## src/rtl/tag_pkg.sv

```systemverilog
// Shared definitions for the free-tag refill path: default sizes, tag type and FSM encoding.
package tag_pkg;

    localparam int DSIZE_DEF      = 5;
    localparam int NUM_TAGS_DEF   = 32;
    localparam int HOLD_DEPTH_DEF = 4;

    typedef logic [DSIZE_DEF-1:0] tag_t;

    localparam logic [0:0] ST_INIT = 1'b0;
    localparam logic [0:0] ST_RUN  = 1'b1;

    // Occupancy counters need one extra bit so a completely full queue is representable.
    function automatic int cnt_width(input int depth);
        return $clog2(depth) + 1;
    endfunction

endpackage

```

## src/rtl/tag_hold_buf.sv

```systemverilog
// Circular holding queue for released tags: up to two pushes and one pop per cycle.
module tag_hold_buf #(
    parameter int DSIZE      = 5,
    parameter int HOLD_DEPTH = 4
) (
    input  logic                          clk,
    input  logic                          rst_n,
    input  logic                          push0_i,
    input  logic [DSIZE-1:0]              data0_i,
    input  logic                          push1_i,
    input  logic [DSIZE-1:0]              data1_i,
    input  logic                          pop_i,
    output logic [DSIZE-1:0]              head_o,
    output logic [$clog2(HOLD_DEPTH):0]   count_o
);

    localparam int AW = $clog2(HOLD_DEPTH);
    localparam int CW = AW + 1;

    logic [DSIZE-1:0] mem_q [HOLD_DEPTH];
    logic [AW-1:0]    wptr_q;
    logic [AW-1:0]    rptr_q;
    logic [AW-1:0]    wptr_p1;
    logic [CW-1:0]    count_q;
    logic [DSIZE-1:0] first_data;
    logic [1:0]       nenq;

    // A lone slot-1 push still lands at the write pointer so the queue stays dense.
    assign first_data = push0_i ? data0_i : data1_i;
    assign nenq       = {1'b0, push0_i} + {1'b0, push1_i};
    assign wptr_p1    = wptr_q + 1'b1;

    always_ff @(posedge clk) begin
        if (push0_i || push1_i) begin
            mem_q[wptr_q] <= first_data;
        end
        if (push0_i && push1_i) begin
            mem_q[wptr_p1] <= data1_i;
        end
        if (!rst_n) begin
            wptr_q  <= '0;
            rptr_q  <= '0;
            count_q <= '0;
        end else begin
            wptr_q  <= wptr_q + AW'(nenq);
            if (pop_i) begin
                rptr_q <= rptr_q + 1'b1;
            end
            count_q <= count_q + CW'(nenq) - CW'(pop_i);
        end
    end

    assign head_o  = mem_q[rptr_q];
    assign count_o = count_q;

endmodule

```

## src/rtl/tag_refill_ctrl.sv

```systemverilog
// Free-tag FIFO write-side feeder: seeds every tag after reset, then recycles released tags.
// Optional duplicate-release checker enabled by defining TAG_REFILL_CHK_EN.
module tag_refill_ctrl
    import tag_pkg::*;
#(
    parameter int DSIZE      = DSIZE_DEF,
    parameter int NUM_TAGS   = NUM_TAGS_DEF,
    parameter int HOLD_DEPTH = HOLD_DEPTH_DEF
) (
    input  logic             clk,
    input  logic             rst_n,
    input  logic             fifo_wfull,
    output logic             fifo_winc,
    output logic [DSIZE-1:0] fifo_wdata,
    input  logic             ret0_valid,
    input  logic [DSIZE-1:0] ret0_tag,
    input  logic             ret1_valid,
    input  logic [DSIZE-1:0] ret1_tag,
    output logic             ret_ready,
    output logic             init_done,
    input  logic             alloc_valid,
    input  logic [DSIZE-1:0] alloc_tag,
    output logic             dup_err
);

    localparam int              CW        = cnt_width(HOLD_DEPTH);
    localparam logic [CW-1:0]   READY_MAX = CW'(HOLD_DEPTH - 2);
    localparam logic [DSIZE-1:0] LAST_TAG = DSIZE'(NUM_TAGS - 1);

    logic [0:0]       state_q, state_d;
    logic [DSIZE-1:0] init_cnt_q, init_cnt_d;
    logic             init_done_q, init_done_d;
    logic [CW-1:0]    count;
    logic [DSIZE-1:0] head;
    logic             seed_wr, pop, acc0, acc1, enq0, enq1, seed_last;

    // Readiness depends only on registered occupancy, never on fifo_wfull.
    assign ret_ready  = rst_n && (state_q == ST_RUN) && (count <= READY_MAX);
    assign acc0       = ret_ready && ret0_valid;
    assign acc1       = ret_ready && ret1_valid;
    assign seed_wr    = rst_n && (state_q == ST_INIT) && !fifo_wfull;
    assign seed_last  = seed_wr && (init_cnt_q == LAST_TAG);
    assign pop        = rst_n && (state_q == ST_RUN) && (count != '0) && !fifo_wfull;
    assign fifo_winc  = seed_wr || pop;
    assign fifo_wdata = (state_q == ST_INIT) ? init_cnt_q : head;
    assign init_done  = init_done_q;

    always_comb begin
        state_d     = state_q;
        init_cnt_d  = init_cnt_q;
        init_done_d = init_done_q;
        if (seed_wr) begin
            init_cnt_d = init_cnt_q + 1'b1;
        end
        if (seed_last) begin
            state_d     = ST_RUN;
            init_done_d = 1'b1;
        end
    end

    always_ff @(posedge clk) begin
        if (!rst_n) begin
            state_q     <= ST_INIT;
            init_cnt_q  <= '0;
            init_done_q <= 1'b0;
        end else begin
            state_q     <= state_d;
            init_cnt_q  <= init_cnt_d;
            init_done_q <= init_done_d;
        end
    end

`ifdef TAG_REFILL_CHK_EN
    logic [NUM_TAGS-1:0] free_q, free_d;
    logic                dup_q, dup_d;

    function automatic logic [NUM_TAGS-1:0] tag_bit(input logic [DSIZE-1:0] t);
        tag_bit = '0;
        for (int i = 0; i < NUM_TAGS; i++) begin
            if (t == DSIZE'(i)) begin
                tag_bit[i] = 1'b1;
            end
        end
    endfunction

    // Alloc clear goes first so a same-cycle alloc+release of one tag is legal.
    always_comb begin
        free_d = free_q;
        enq0   = acc0;
        enq1   = acc1;
        dup_d  = 1'b0;
        if (state_q == ST_RUN) begin
            if (alloc_valid) begin
                free_d = free_d & ~tag_bit(alloc_tag);
            end
            if (acc0 && ((free_d & tag_bit(ret0_tag)) != '0)) begin
                enq0  = 1'b0;
                dup_d = 1'b1;
            end
            if (enq0) begin
                free_d = free_d | tag_bit(ret0_tag);
            end
            if (acc1 && (((free_d & tag_bit(ret1_tag)) != '0) || (acc0 && (ret0_tag == ret1_tag)))) begin
                enq1  = 1'b0;
                dup_d = 1'b1;
            end
            if (enq1) begin
                free_d = free_d | tag_bit(ret1_tag);
            end
        end else if (seed_last) begin
            free_d = '1;
        end
    end

    always_ff @(posedge clk) begin
        if (!rst_n) begin
            free_q <= '0;
            dup_q  <= 1'b0;
        end else begin
            free_q <= free_d;
            dup_q  <= dup_d;
        end
    end

    assign dup_err = dup_q && rst_n;
`else
    logic unused_alloc;
    assign unused_alloc = ^{alloc_valid, alloc_tag};
    assign enq0         = acc0;
    assign enq1         = acc1;
    assign dup_err      = 1'b0;
`endif

    tag_hold_buf #(
        .DSIZE      (DSIZE),
        .HOLD_DEPTH (HOLD_DEPTH)
    ) u_hold (
        .clk     (clk),
        .rst_n   (rst_n),
        .push0_i (enq0),
        .data0_i (ret0_tag),
        .push1_i (enq1),
        .data1_i (ret1_tag),
        .pop_i   (pop),
        .head_o  (head),
        .count_o (count)
    );

endmodule

```

## config.mk

```make
export PLATFORM = sky130hd
export DESIGN_NAME = tag_refill_ctrl
export DESIGN_NICKNAME = d
export VERILOG_FILES = /design/src/rtl/tag_pkg.sv /design/src/rtl/tag_hold_buf.sv /design/src/rtl/tag_refill_ctrl.sv
export SDC_FILE = /design/constraint.sdc
export NUM_CORES = 1
export LEC_CHECK = 0
export CORE_MARGIN = 5
export CORE_UTILIZATION = 35
export CTS_CLUSTER_SIZE = 28
export DETAILED_ROUTE_END_ITERATION = 12
export PLACE_DENSITY = 0.54
export SYNTH_ARGS = -nofsm -noshare
export SYNTH_HDL_FRONTEND = slang
export SYNTH_HIERARCHICAL = 1
export SYNTH_SLANG_ARGS = --single-unit
```

## constraint.sdc

```tcl
create_clock -name clk -period 3.3 [get_ports clk]
set_input_delay 0.825 -clock clk [delete_from_list [all_inputs] [get_ports clk]]
set_output_delay 0.825 -clock clk [all_outputs]
set_load 0.1 [all_outputs]
```

==> qor.yml <==
hold_depth: 2
synthTopCellsByArea: "edfxtp_1, dfxtp_1, o221ai_1, mux4_2, ha_1"
setup_violations: 0
tightest_slew_ns: 0.582
slew_violations: 0
root_buffer: "clkbuf_8"
fin_nets: 224
ir_worst_vdd_uv: 133
drtIter0Drc: 60
num-fill-cells: 558
hold_violations: 0
via_per_inst: 5.05
min_to: "init_cnt_q[3]"
leakage_nw: 0.909
avgSynthCellArea_um2: 12.3
hp-class: "flip-flop to flip-flop"
syn_nets: 197
synth.largest_area_cell: "edfxtp_1"
critical_path.max_fanout: 3
pin_count: 30
netlist_instances: 167
globalRouteTotalUtil: 0.114
startpoint: "rst_n"
syn_area_um2: 2050
worst-r2r-setup-slack_ns: 0.84
cts_buffers: 5
start_util: 0.366
grt_max_degree: 20
portBuffers: 22
core_um2: 5610
crit_path_end_kind: "flip-flop"
routed_wl_um: 3990
firstDrtPassIters: 4
cts_hold_buf: 0
gp_congestion: 0.897
synth_warnings: 6
grt_pass1_vias: 1422
synth_edf_count: 20
antenna_found_initial: 0
wl_per_cell_um: 14.9
drc_errors: 0
ctsResizeCount: 0
path_class: "input port to flip-flop"
r2r_end: "u_hold/count_o[2]"
fin_crit_sh: 0.958
slew_headroom: 0.611
ys_dominant_reg_cell: "edfxtp_1"
reg2regPathDepth: 12
skew_ns: 0.00500
die_w_um: 86.5
clkTransAtPathRegs_ns: 0.07
ys_ff_latch: 35
cp.arrival_ns: 3.33
syn_to_final_growth_pct: 20.0
place_area_um2: 2380
dp_slack_ns: -0.172
whs_ns: 0.504
cts_tree: "done"
vias: 1348
fmax_mhz: 316
cts_max_level: 2
cts_setup_buffers: 0
drive_above_1_share: 0.287
synth_common_cells: "edfxtp_1, dfxtp_1, o221ai_1"
cts.sinks: 35
fin_ws_ns: 0.138
synth_async_sr_flop_share: 0
rsz0062_at_grt: "false"
rows: 27
post-route-min-period_ns: 3.16
cap_viol_max_count: 0
r2r-start: "init_done"
antenna_cells: 0
powerDensity_nw_per_um2: 342
startpoint_type: "input port"
final_antenna_net_count: 0
clk_latency_ns: 0.28
ys_seq_area_frac: 0.439
synth_top_area_share: 0.293
overflow: 0
die_h_um: 86.5
crit_required_ns: 3.47
yosysUniqueCellTypes: 43
die_area_um2: 7490
design_area_um2: 2460
cts_max_path_buffers: 2
synth_most_common_cell: "edfxtp_1"
status: "finished, final reports clean"
dp_hpwl_um: 3240
min_from: "init_cnt_q[3]"
grt_pass1_wl_um: 6690
## how the worst max path moves through the flow
stage,end,depth (start not counted)
after floorplan,u_hold/count_o[2],13
after global placement,u_hold/count_o[2],13
after detailed placement,u_hold/count_o[2],13
after CTS,u_hold/count_o[1],12
after global routing,u_hold/count_o[1],12
final,u_hold/count_o[2],13
## cells by family (layout without fill, tap and decap cells)
family	count (synthesis)	count (layout)	share of synthesized area
compound gates	32	32	0.147
mux	11	11	0.0872
simple gates	54	54	0.162
flops	35	35	0.439
fa+ha+maj	9	9	0.0586
buf+inv	20	48	0.0689
other cells	1	1	0.00183
xor+xnor	5	5	0.0348
## per-stage QoR
stage,TNS [ns],utilization,power [W],cells
floorplan,-0.608,-,0.000527,167
global placement,-0.279,0.425,0.000561,259
detailed placement,-0.344,0.425,0.000563,259
CTS,0,0.439,0.000846,267
global route,0,0.439,0.000869,267
finish,0,0.439,0.000841,267
## final cells by class
type	count	area, um2	area share
sequential	35	905	0.368
clock inverter	2	7.51	0.00305
timing repair buffer	31	293	0.119
inverter	9	33.8	0.0137
tap	72	90.1	0.0366
multi-input combinational	112	1060	0.431
clock buffer	6	72.6	0.0295
## sequential cells by signal, summed over array words and instances (netlist names), named ones only
name / count
init_cnt_q: 5
init_done: 1
u_hold/count_o: 3
u_hold/mem_q: 20
u_hold/rptr_q: 2
u_hold/wptr_q: 2
## worst max-delay path: stages
cell and delay [ns]:
clkdlybuf4s50_1 0.61, nand2_8 0.07, a211oi_4 0.25, and2_1 0.18, inv_1 0.07, ha_4 0.27
inv_2 0.04, ha_4 0.26, inv_2 0.04, ha_4 0.15, fa_2 0.32, xnor3_1 0.20
nor2_1 0.04
## power by group
part	internal (W)	switching [W]
Clock	0.000144	0.000144
Sequential	0.000462	0.00000266
Combinational	0.0000351	0.0000536
Total	0.000641	0.000200
## routing by layer
metal  wire length, um  global-route usage
met1              1910               0.148
met2              1890               0.186
met3               133              0.0238
met4                46              0.0425
met5                 0                   0
## layout by cell type (no fill, tap or decap), drive strengths merged, types with 3 or more instances in the layout
cell type	synthesis	routed
nand2	15	15
clkbuf	0	6
a21boi	3	3
buf	11	17
mux4	5	5
clkdlybuf4s50	0	14
o221ai	20	20
nor2	6	6
and2	7	7
ha	8	8
inv	9	9
dfxtp	15	15
mux2	5	5
edfxtp	20	20
nand2b	12	12
nor3	3	3
(Power assumes the default switching activity.)
